--- src/rtl/hermes_pkt_sink_if.sv ---
// Hermes local-port bundle: DMNI flit input with credit, plus the payload output stream.
interface hermes_pkt_sink_if #(
    parameter int unsigned FLIT_W = 32
);
    logic              noc_rx_i;
    logic              noc_eop_i;
    logic [FLIT_W-1:0] noc_data_i;
    logic              noc_credit_o;
    logic              out_valid_o;
    logic              out_ready_i;
    logic [FLIT_W-1:0] out_data_o;
    logic              out_eop_o;

    // Producer of flits and consumer of the payload stream
    modport master (
        output noc_rx_i, noc_eop_i, noc_data_i, out_ready_i,
        input  noc_credit_o, out_valid_o, out_data_o, out_eop_o
    );

    // The packet sink itself
    modport slave (
        input  noc_rx_i, noc_eop_i, noc_data_i, out_ready_i,
        output noc_credit_o, out_valid_o, out_data_o, out_eop_o
    );
endinterface

--- src/rtl/hermes_pkt_sink.sv ---
// Credit-based Hermes packet receiver: checks framing/destination, buffers payload, streams it out.
module hermes_pkt_sink #(
    parameter int unsigned HERMES_FLIT_SIZE = 32,
    parameter int unsigned BUFFER_SIZE      = 16,
    parameter logic [15:0] ADDRESS          = 16'h0000
) (
    input  logic                clk_i,
    input  logic                rst_ni,
    hermes_pkt_sink_if.slave    bus,
    output logic [31:0]         pkt_size_o,
    output logic                pkt_done_o,
    output logic                err_addr_o,
    output logic                err_len_o,
    output logic [31:0]         pkt_count_o
);
    localparam int unsigned W       = HERMES_FLIT_SIZE;
    localparam int unsigned ENTRY_W = W + 1;
    localparam int unsigned PTR_W   = $clog2(BUFFER_SIZE);
    localparam int unsigned CNT_W   = PTR_W + 1;

    typedef enum logic [1:0] {S_HEADER, S_SIZE, S_PAYLOAD, S_DROP} state_t;

    state_t               state_q, state_d;
    logic [31:0]          remaining_q;
    logic [ENTRY_W-1:0]   mem [BUFFER_SIZE];
    logic [PTR_W-1:0]     wr_ptr_q, rd_ptr_q, rd_ptr_d;
    logic [CNT_W-1:0]     count_q, count_d;
    logic [ENTRY_W-1:0]   head_q, head_d, push_word;
    logic                 credit_q, valid_q;
    logic                 xfer, pop, eop, hdr_match, rem_one, size_zero;
    logic                 push, tag_eop, done, err_addr, err_len, size_ld;

    assign xfer      = bus.noc_rx_i && credit_q;
    assign pop       = valid_q && bus.out_ready_i;
    assign eop       = bus.noc_eop_i;
    assign hdr_match = (bus.noc_data_i[15:0] == ADDRESS);
    assign rem_one   = (remaining_q == 32'd1);
    assign size_zero = (bus.noc_data_i == '0);
    assign push_word = {tag_eop, bus.noc_data_i};

    assign bus.noc_credit_o = credit_q;
    assign bus.out_valid_o  = valid_q;
    assign bus.out_data_o   = head_q[W-1:0];
    assign bus.out_eop_o    = head_q[W];

    // Parser state register
    always_ff @(posedge clk_i or negedge rst_ni) begin
        if (!rst_ni) state_q <= S_HEADER;
        else         state_q <= state_d;
    end

    // Parser next state, advanced only on an accepted flit
    always_comb begin
        state_d = state_q;
        if (xfer) begin
            case (state_q)
                S_HEADER:  state_d = eop ? S_HEADER : (hdr_match ? S_SIZE : S_DROP);
                S_SIZE: begin
                    if (eop)            state_d = S_HEADER;
                    else if (size_zero) state_d = S_DROP;
                    else                state_d = S_PAYLOAD;
                end
                S_PAYLOAD: begin
                    if (eop)          state_d = S_HEADER;
                    else if (rem_one) state_d = S_DROP;
                    else              state_d = S_PAYLOAD;
                end
                S_DROP:    state_d = eop ? S_HEADER : S_DROP;
                default:   state_d = S_HEADER;
            endcase
        end
    end

    // Parser actions: FIFO push, eop tagging and status events
    always_comb begin
        push     = 1'b0;
        tag_eop  = 1'b0;
        done     = 1'b0;
        err_addr = 1'b0;
        err_len  = 1'b0;
        size_ld  = 1'b0;
        if (xfer) begin
            case (state_q)
                S_HEADER: begin
                    if (eop)             err_len  = 1'b1;
                    else if (!hdr_match) err_addr = 1'b1;
                end
                S_SIZE: begin
                    size_ld = 1'b1;
                    if (size_zero) begin
                        if (eop) done    = 1'b1;
                        else     err_len = 1'b1;
                    end else if (eop) begin
                        err_len = 1'b1;
                    end
                end
                S_PAYLOAD: begin
                    push = 1'b1;
                    if (rem_one) begin
                        tag_eop = 1'b1;
                        if (eop) done    = 1'b1;
                        else     err_len = 1'b1;
                    end else if (eop) begin
                        tag_eop = 1'b1;
                        err_len = 1'b1;
                    end
                end
                default: ;
            endcase
        end
    end

    // FIFO bookkeeping; the head word is pre-computed so the output stage is a register
    always_comb begin
        count_d  = count_q + CNT_W'(push) - CNT_W'(pop);
        rd_ptr_d = pop ? rd_ptr_q + PTR_W'(1) : rd_ptr_q;
        head_d   = (push && (rd_ptr_d == wr_ptr_q)) ? push_word : mem[rd_ptr_d];
    end

    // Payload storage (no reset needed, guarded by the occupancy count)
    always_ff @(posedge clk_i) begin
        if (push) mem[wr_ptr_q] <= push_word;
    end

    // FIFO pointers, occupancy, output stage and credit
    always_ff @(posedge clk_i or negedge rst_ni) begin
        if (!rst_ni) begin
            wr_ptr_q <= '0;
            rd_ptr_q <= '0;
            count_q  <= '0;
            head_q   <= '0;
            valid_q  <= 1'b0;
            credit_q <= 1'b0;
        end else begin
            if (push) wr_ptr_q <= wr_ptr_q + PTR_W'(1);
            rd_ptr_q <= rd_ptr_d;
            count_q  <= count_d;
            valid_q  <= (count_d != '0);
            if (count_d != '0) head_q <= head_d;
            // Dropped flits never enter the FIFO, so credit stays up while discarding
            credit_q <= (state_d == S_DROP) || (count_d != CNT_W'(BUFFER_SIZE));
        end
    end

    // Remaining payload counter
    always_ff @(posedge clk_i or negedge rst_ni) begin
        if (!rst_ni)      remaining_q <= '0;
        else if (size_ld) remaining_q <= 32'(bus.noc_data_i);
        else if (push)    remaining_q <= remaining_q - 32'd1;
    end

    // Status pulses, size capture and packet counter
    always_ff @(posedge clk_i or negedge rst_ni) begin
        if (!rst_ni) begin
            pkt_done_o  <= 1'b0;
            err_addr_o  <= 1'b0;
            err_len_o   <= 1'b0;
            pkt_size_o  <= '0;
            pkt_count_o <= '0;
        end else begin
            pkt_done_o <= done;
            err_addr_o <= err_addr;
            err_len_o  <= err_len;
            if (size_ld) pkt_size_o  <= 32'(bus.noc_data_i);
            if (done)    pkt_count_o <= pkt_count_o + 32'd1;
        end
    end
endmodule

--- src/flat_wrapper.sv ---
// flat-port wrapper written by rule: the top's interface ports become plain ports
module hermes_pkt_sink_flat 
#(
    parameter int unsigned HERMES_FLIT_SIZE = 32,
    parameter int unsigned BUFFER_SIZE      = 16,
    parameter logic [15:0] ADDRESS          = 16'h0000
)
  (clk_i, rst_ni, pkt_size_o, pkt_done_o, err_addr_o, err_len_o, pkt_count_o, bus_noc_rx_i, bus_noc_eop_i, bus_noc_data_i, bus_out_ready_i, bus_noc_credit_o, bus_out_valid_o, bus_out_data_o, bus_out_eop_o);
  hermes_pkt_sink_if #(.FLIT_W(32)) bus_i ();
  input  logic clk_i;
  input  logic rst_ni;
  output logic [31:0] pkt_size_o;
  output logic pkt_done_o;
  output logic err_addr_o;
  output logic err_len_o;
  output logic [31:0] pkt_count_o;
  input wire logic [$bits(bus_i.noc_rx_i)-1:0] bus_noc_rx_i;
  input wire logic [$bits(bus_i.noc_eop_i)-1:0] bus_noc_eop_i;
  input wire logic [$bits(bus_i.noc_data_i)-1:0] bus_noc_data_i;
  input wire logic [$bits(bus_i.out_ready_i)-1:0] bus_out_ready_i;
  output wire logic [$bits(bus_i.noc_credit_o)-1:0] bus_noc_credit_o;
  output wire logic [$bits(bus_i.out_valid_o)-1:0] bus_out_valid_o;
  output wire logic [$bits(bus_i.out_data_o)-1:0] bus_out_data_o;
  output wire logic [$bits(bus_i.out_eop_o)-1:0] bus_out_eop_o;
  assign bus_i.noc_rx_i = bus_noc_rx_i;
  assign bus_i.noc_eop_i = bus_noc_eop_i;
  assign bus_i.noc_data_i = bus_noc_data_i;
  assign bus_i.out_ready_i = bus_out_ready_i;
  assign bus_noc_credit_o = bus_i.noc_credit_o;
  assign bus_out_valid_o = bus_i.out_valid_o;
  assign bus_out_data_o = bus_i.out_data_o;
  assign bus_out_eop_o = bus_i.out_eop_o;
  hermes_pkt_sink #(.HERMES_FLIT_SIZE(HERMES_FLIT_SIZE), .BUFFER_SIZE(BUFFER_SIZE), .ADDRESS(ADDRESS)) u_core (.clk_i(clk_i), .rst_ni(rst_ni), .bus(bus_i), .pkt_size_o(pkt_size_o), .pkt_done_o(pkt_done_o), .err_addr_o(err_addr_o), .err_len_o(err_len_o), .pkt_count_o(pkt_count_o));
endmodule
--- config.mk ---
export PLATFORM = sky130hd
export DESIGN_NAME = hermes_pkt_sink_flat
export DESIGN_NICKNAME = d
export VERILOG_FILES = /design/src/rtl/hermes_pkt_sink_if.sv /design/src/rtl/hermes_pkt_sink.sv /design/src/flat_wrapper.sv
export SDC_FILE = /design/constraint.sdc
export NUM_CORES = 1
export LEC_CHECK = 0
export BUFFER_PORTS_ARGS = -buffer_cell sky130_fd_sc_hd__buf_4
export CORE_UTILIZATION = 50
export DETAILED_ROUTE_END_ITERATION = 10
export PLACE_DENSITY = 0.7
export SKIP_CTS_REPAIR_TIMING = 1
export SLEW_MARGIN = 25
export SYNTH_ARGS = -nofsm -noshare
export SYNTH_HDL_FRONTEND = slang
export SYNTH_SLANG_ARGS = --single-unit
--- constraint.sdc ---
create_clock -name clk_i -period 3.72 [get_ports clk_i]
set_input_delay 0.558 -clock clk_i [delete_from_list [all_inputs] [get_ports clk_i]]
set_output_delay 0.558 -clock clk_i [all_outputs]
set_load 0.1 [all_outputs]
==> impl_results.md <==
* Final core occ at 0.5837
* Synth cell types at 67
* Warnings, synthesis at 0
* Crit path buf inv count at 3
* FP Rows at 86
* Worst setup margin at 0.1892 ns
* Vias in the first global route at 17656
* CTS Buf Count at 68
* HP Class: primary input to async pin
* Synth Register Bits at 677
* DP Cell Count at 2782
* Async SR Flop Fraction at 0.2201
* Area growth from synthesis to layout at 15.54%
* Total power at 28.30 mW
* Die area at 56620 um^2
* Setup Skew at 0.01835 ns
* CP delay by family, top: simple AND/OR/NAND/NOR gates
* Gr ovfl total at 0
* Fmax at 283.2 MHz
* H-tree Lvls at 3
* Number of I/O port buffers at 138
* DRT antenna net count at 0
* R2R depth at 13
* Place WS at -0.05568 ns
* Req. time, crit path at 4.24 ns
* Post-synth top flop: edfxtp_1
* Syn_nets at 2015
* CP Launch Type: flop
* Post-synth EDFFs at 528
* Clock transition at path regs at 0.06 ns
* Flop-to-flop setup slack at 0.19 ns
* Final Max Slew Viols at 0
* CTS max path bufs at 3
* Worst-path maximum fanout at 33
* CP endpoint kind: flop
* Initial core utilization at 0.5052
* CP Cell Sequence: nand2_1 > inv_2 > ha_1 > inv_1 > ha_1 > inv_1 > fa_1 > xnor2_2 > nor4b_1 > mux2i_1 > nor3_4 > nor2b_4 > a221o_1
* # setup viols final at 0
* Initial antenna violation count at 1
* Nets at 2164
* Max incr delay on CP at 0.84 ns
* Sequential cell area fraction in the yosys report at 0.7036
* Syn Area/Cell at 14.24 um^2
* Via Count at 17764
* Fin. Hold Viols at 0
* CTS sink cnt at 677
* Core area at 55090 um^2
* Max Cap Violations at 0
* Detailed Route WL at 70730 um
* Post-synthesis cell area at 27830 um^2
* Final Cycle Share at 0.9491
* Crit Path Class: flop to flop
* Placed cell area at 29970 um^2
* Max VDD drop at 0.7666 mV
* CP arrival at 4.05 ns
* Drt pass-1 iters at 5
* Cell Pwr Density at 879.8 nW/um^2
* Status: finished, final reports clean
* Worst-skew pair later-pin latency at 0.60 ns
* CTS tree: yes
* Routed vias/inst at 6.107
* HPWL Detailed at 42200 um
* Leakage at 12.04 nW
* Fin Hold WS at 0.03398 ns
* Cell count after synthesis at 1955
* Final GP Congestion at 0.8624
* Final Cell Area at 32160 um^2
* Total negative slack at 0 ns
* Tmin final at 3.531 ns
* Largest net degree at the start of global routing at 90
* First-pass GRT wire length at 107000 um
* Fin cells at 2909
* Initial DRC Count at 1817
* IO Pins at 139
* Share of layout cells above drive strength 1 at 0.1653
* Die width at 237.9 um
* GRT Util Overall at 0.2527
* DRC Markers at 0
* R2R Path End: u_core.head_q[10]
* Slew @ Worst Pin at 1.064 ns
* WL/cell at 24.31 um
* Die height at 237.9 um
* Reg2reg start: u_core.bus.out_valid_o
* CTS root buf: clkbuf_16
* Slowest cell on the critical path: nor2b_4
* Max-slew headroom at 0.2890
-- final cells by class --
type	count	area [um^2]
fill	4339	22930
inverter	33	126.4
clock buffer	94	1902
timing repair buffer	200	1718
sequential	677	19590
clock inverter	32	275.3
antenna	1	2.502
tap	748	935.9
multi-input combinational	1124	7611
-- flip-flops by register name, summed over array words and instances, names as in the netlist --
register / cells
u_core.remaining_q: 32
u_core.mem: 528
u_core.state_q: 2
u_core.head_q: 33
u_core.bus.noc_credit_o: 1
u_core.bus.out_valid_o: 1
u_core.err_addr_o: 1
u_core.pkt_done_o: 1
u_core.pkt_size_o: 32
u_core.wr_ptr_q: 4
u_core.err_len_o: 1
u_core.count_q: 5
u_core.pkt_count_o: 32
u_core.rd_ptr_q: 4
-- cells by family (layout without fill, tap and decap cells) --
kind of cell             Yosys count  in the layout  share of synthesized area
multiplexers                     137            137                    0.04949
AO/OA/AOI/OAI                    389            389                    0.09961
adder cells (fa/ha/maj)           23             23                    0.01061
other                              0              1                          0
flip-flops                       677            677                     0.7036
AND/OR/NAND/NOR                  531            531                    0.09570
XOR/XNOR                          44             44                    0.01434
buffers and inverters            154            359                    0.02666
-- where the power goes --
group | total [mW] | internal, mW | switching, mW | leakage [nW]
registers | 9.62 | 9.02 | 0.603 | 6.58
logic | 12.0 | 3.79 | 8.19 | 4.38
clock network | 6.70 | 3.88 | 2.82 | 1.08
total | 28.3 | 16.7 | 11.6 | 12.0
-- layer usage --
layer	global-route usage	share of wire	vias to the layer above
met3	0.04234	0.078	141
met2	0.4178	0.49	780
met4	0.08680	0.026	2
met1	0.3389	0.41	8990
met5	0.009524	0.0010	-
li1	-	-	7851
-- worst max-delay path by stage --
stage,from,cells after the start,endpoint
CTS,u_core.state_q[0],13,u_core.head_q[8]
finish,u_core.bus.out_valid_o,13,u_core.head_q[10]
global route,u_core.state_q[0],13,u_core.head_q[8]
global placement,bus_out_ready_i,14,u_core.head_q[20]
detailed placement,bus_out_ready_i,14,u_core.head_q[8]
floorplan,u_core.bus.noc_credit_o,16,u_core.head_q[11]
-- placed cells by master (no fill, tap or decap), types with 19 or more instances in the layout --
cell type  synthesis  final
o21ai_0           20     20
dfrtp_1          149    147
buf_4              2    182
nor4_1            19     19
xnor2_1           21     20
nor3_1            28     28
edfxtp_1         528    528
a221o_1           33     33
nand2_1          264    262
xor2_1            22     22
or4_1             36     36
nor2_1            45     44
and2_1            50     34
a21oi_1          148    148
clkbuf_16          0     70
ha_1              22     22
inv_1             31     31
mux2i_1          135    135
a221oi_1         132    132
-- synthesized netlist by cell type (17+ instances only) --
master    instances  share of area
edfxtp_1        528           0.57
nand2_1         264          0.036
dfrtp_1         149           0.13
a21oi_1         148          0.027
mux2i_1         135          0.049
a221oi_1        132          0.042
clkbuf_1         72         0.0097
and2_1           50          0.011
nor2_1           45         0.0061
or4_1            36         0.0097
a221o_1          33          0.012
inv_1            31         0.0042
buf_2            29         0.0052
nor3_1           28         0.0050
ha_1             22         0.0099
xor2_1           22         0.0069
xnor2_1          21         0.0066
o21ai_0          20         0.0036
nor4_1           19         0.0043
nand3_1          17         0.0031
Note: power is estimated with default switching activity, not from simulation.
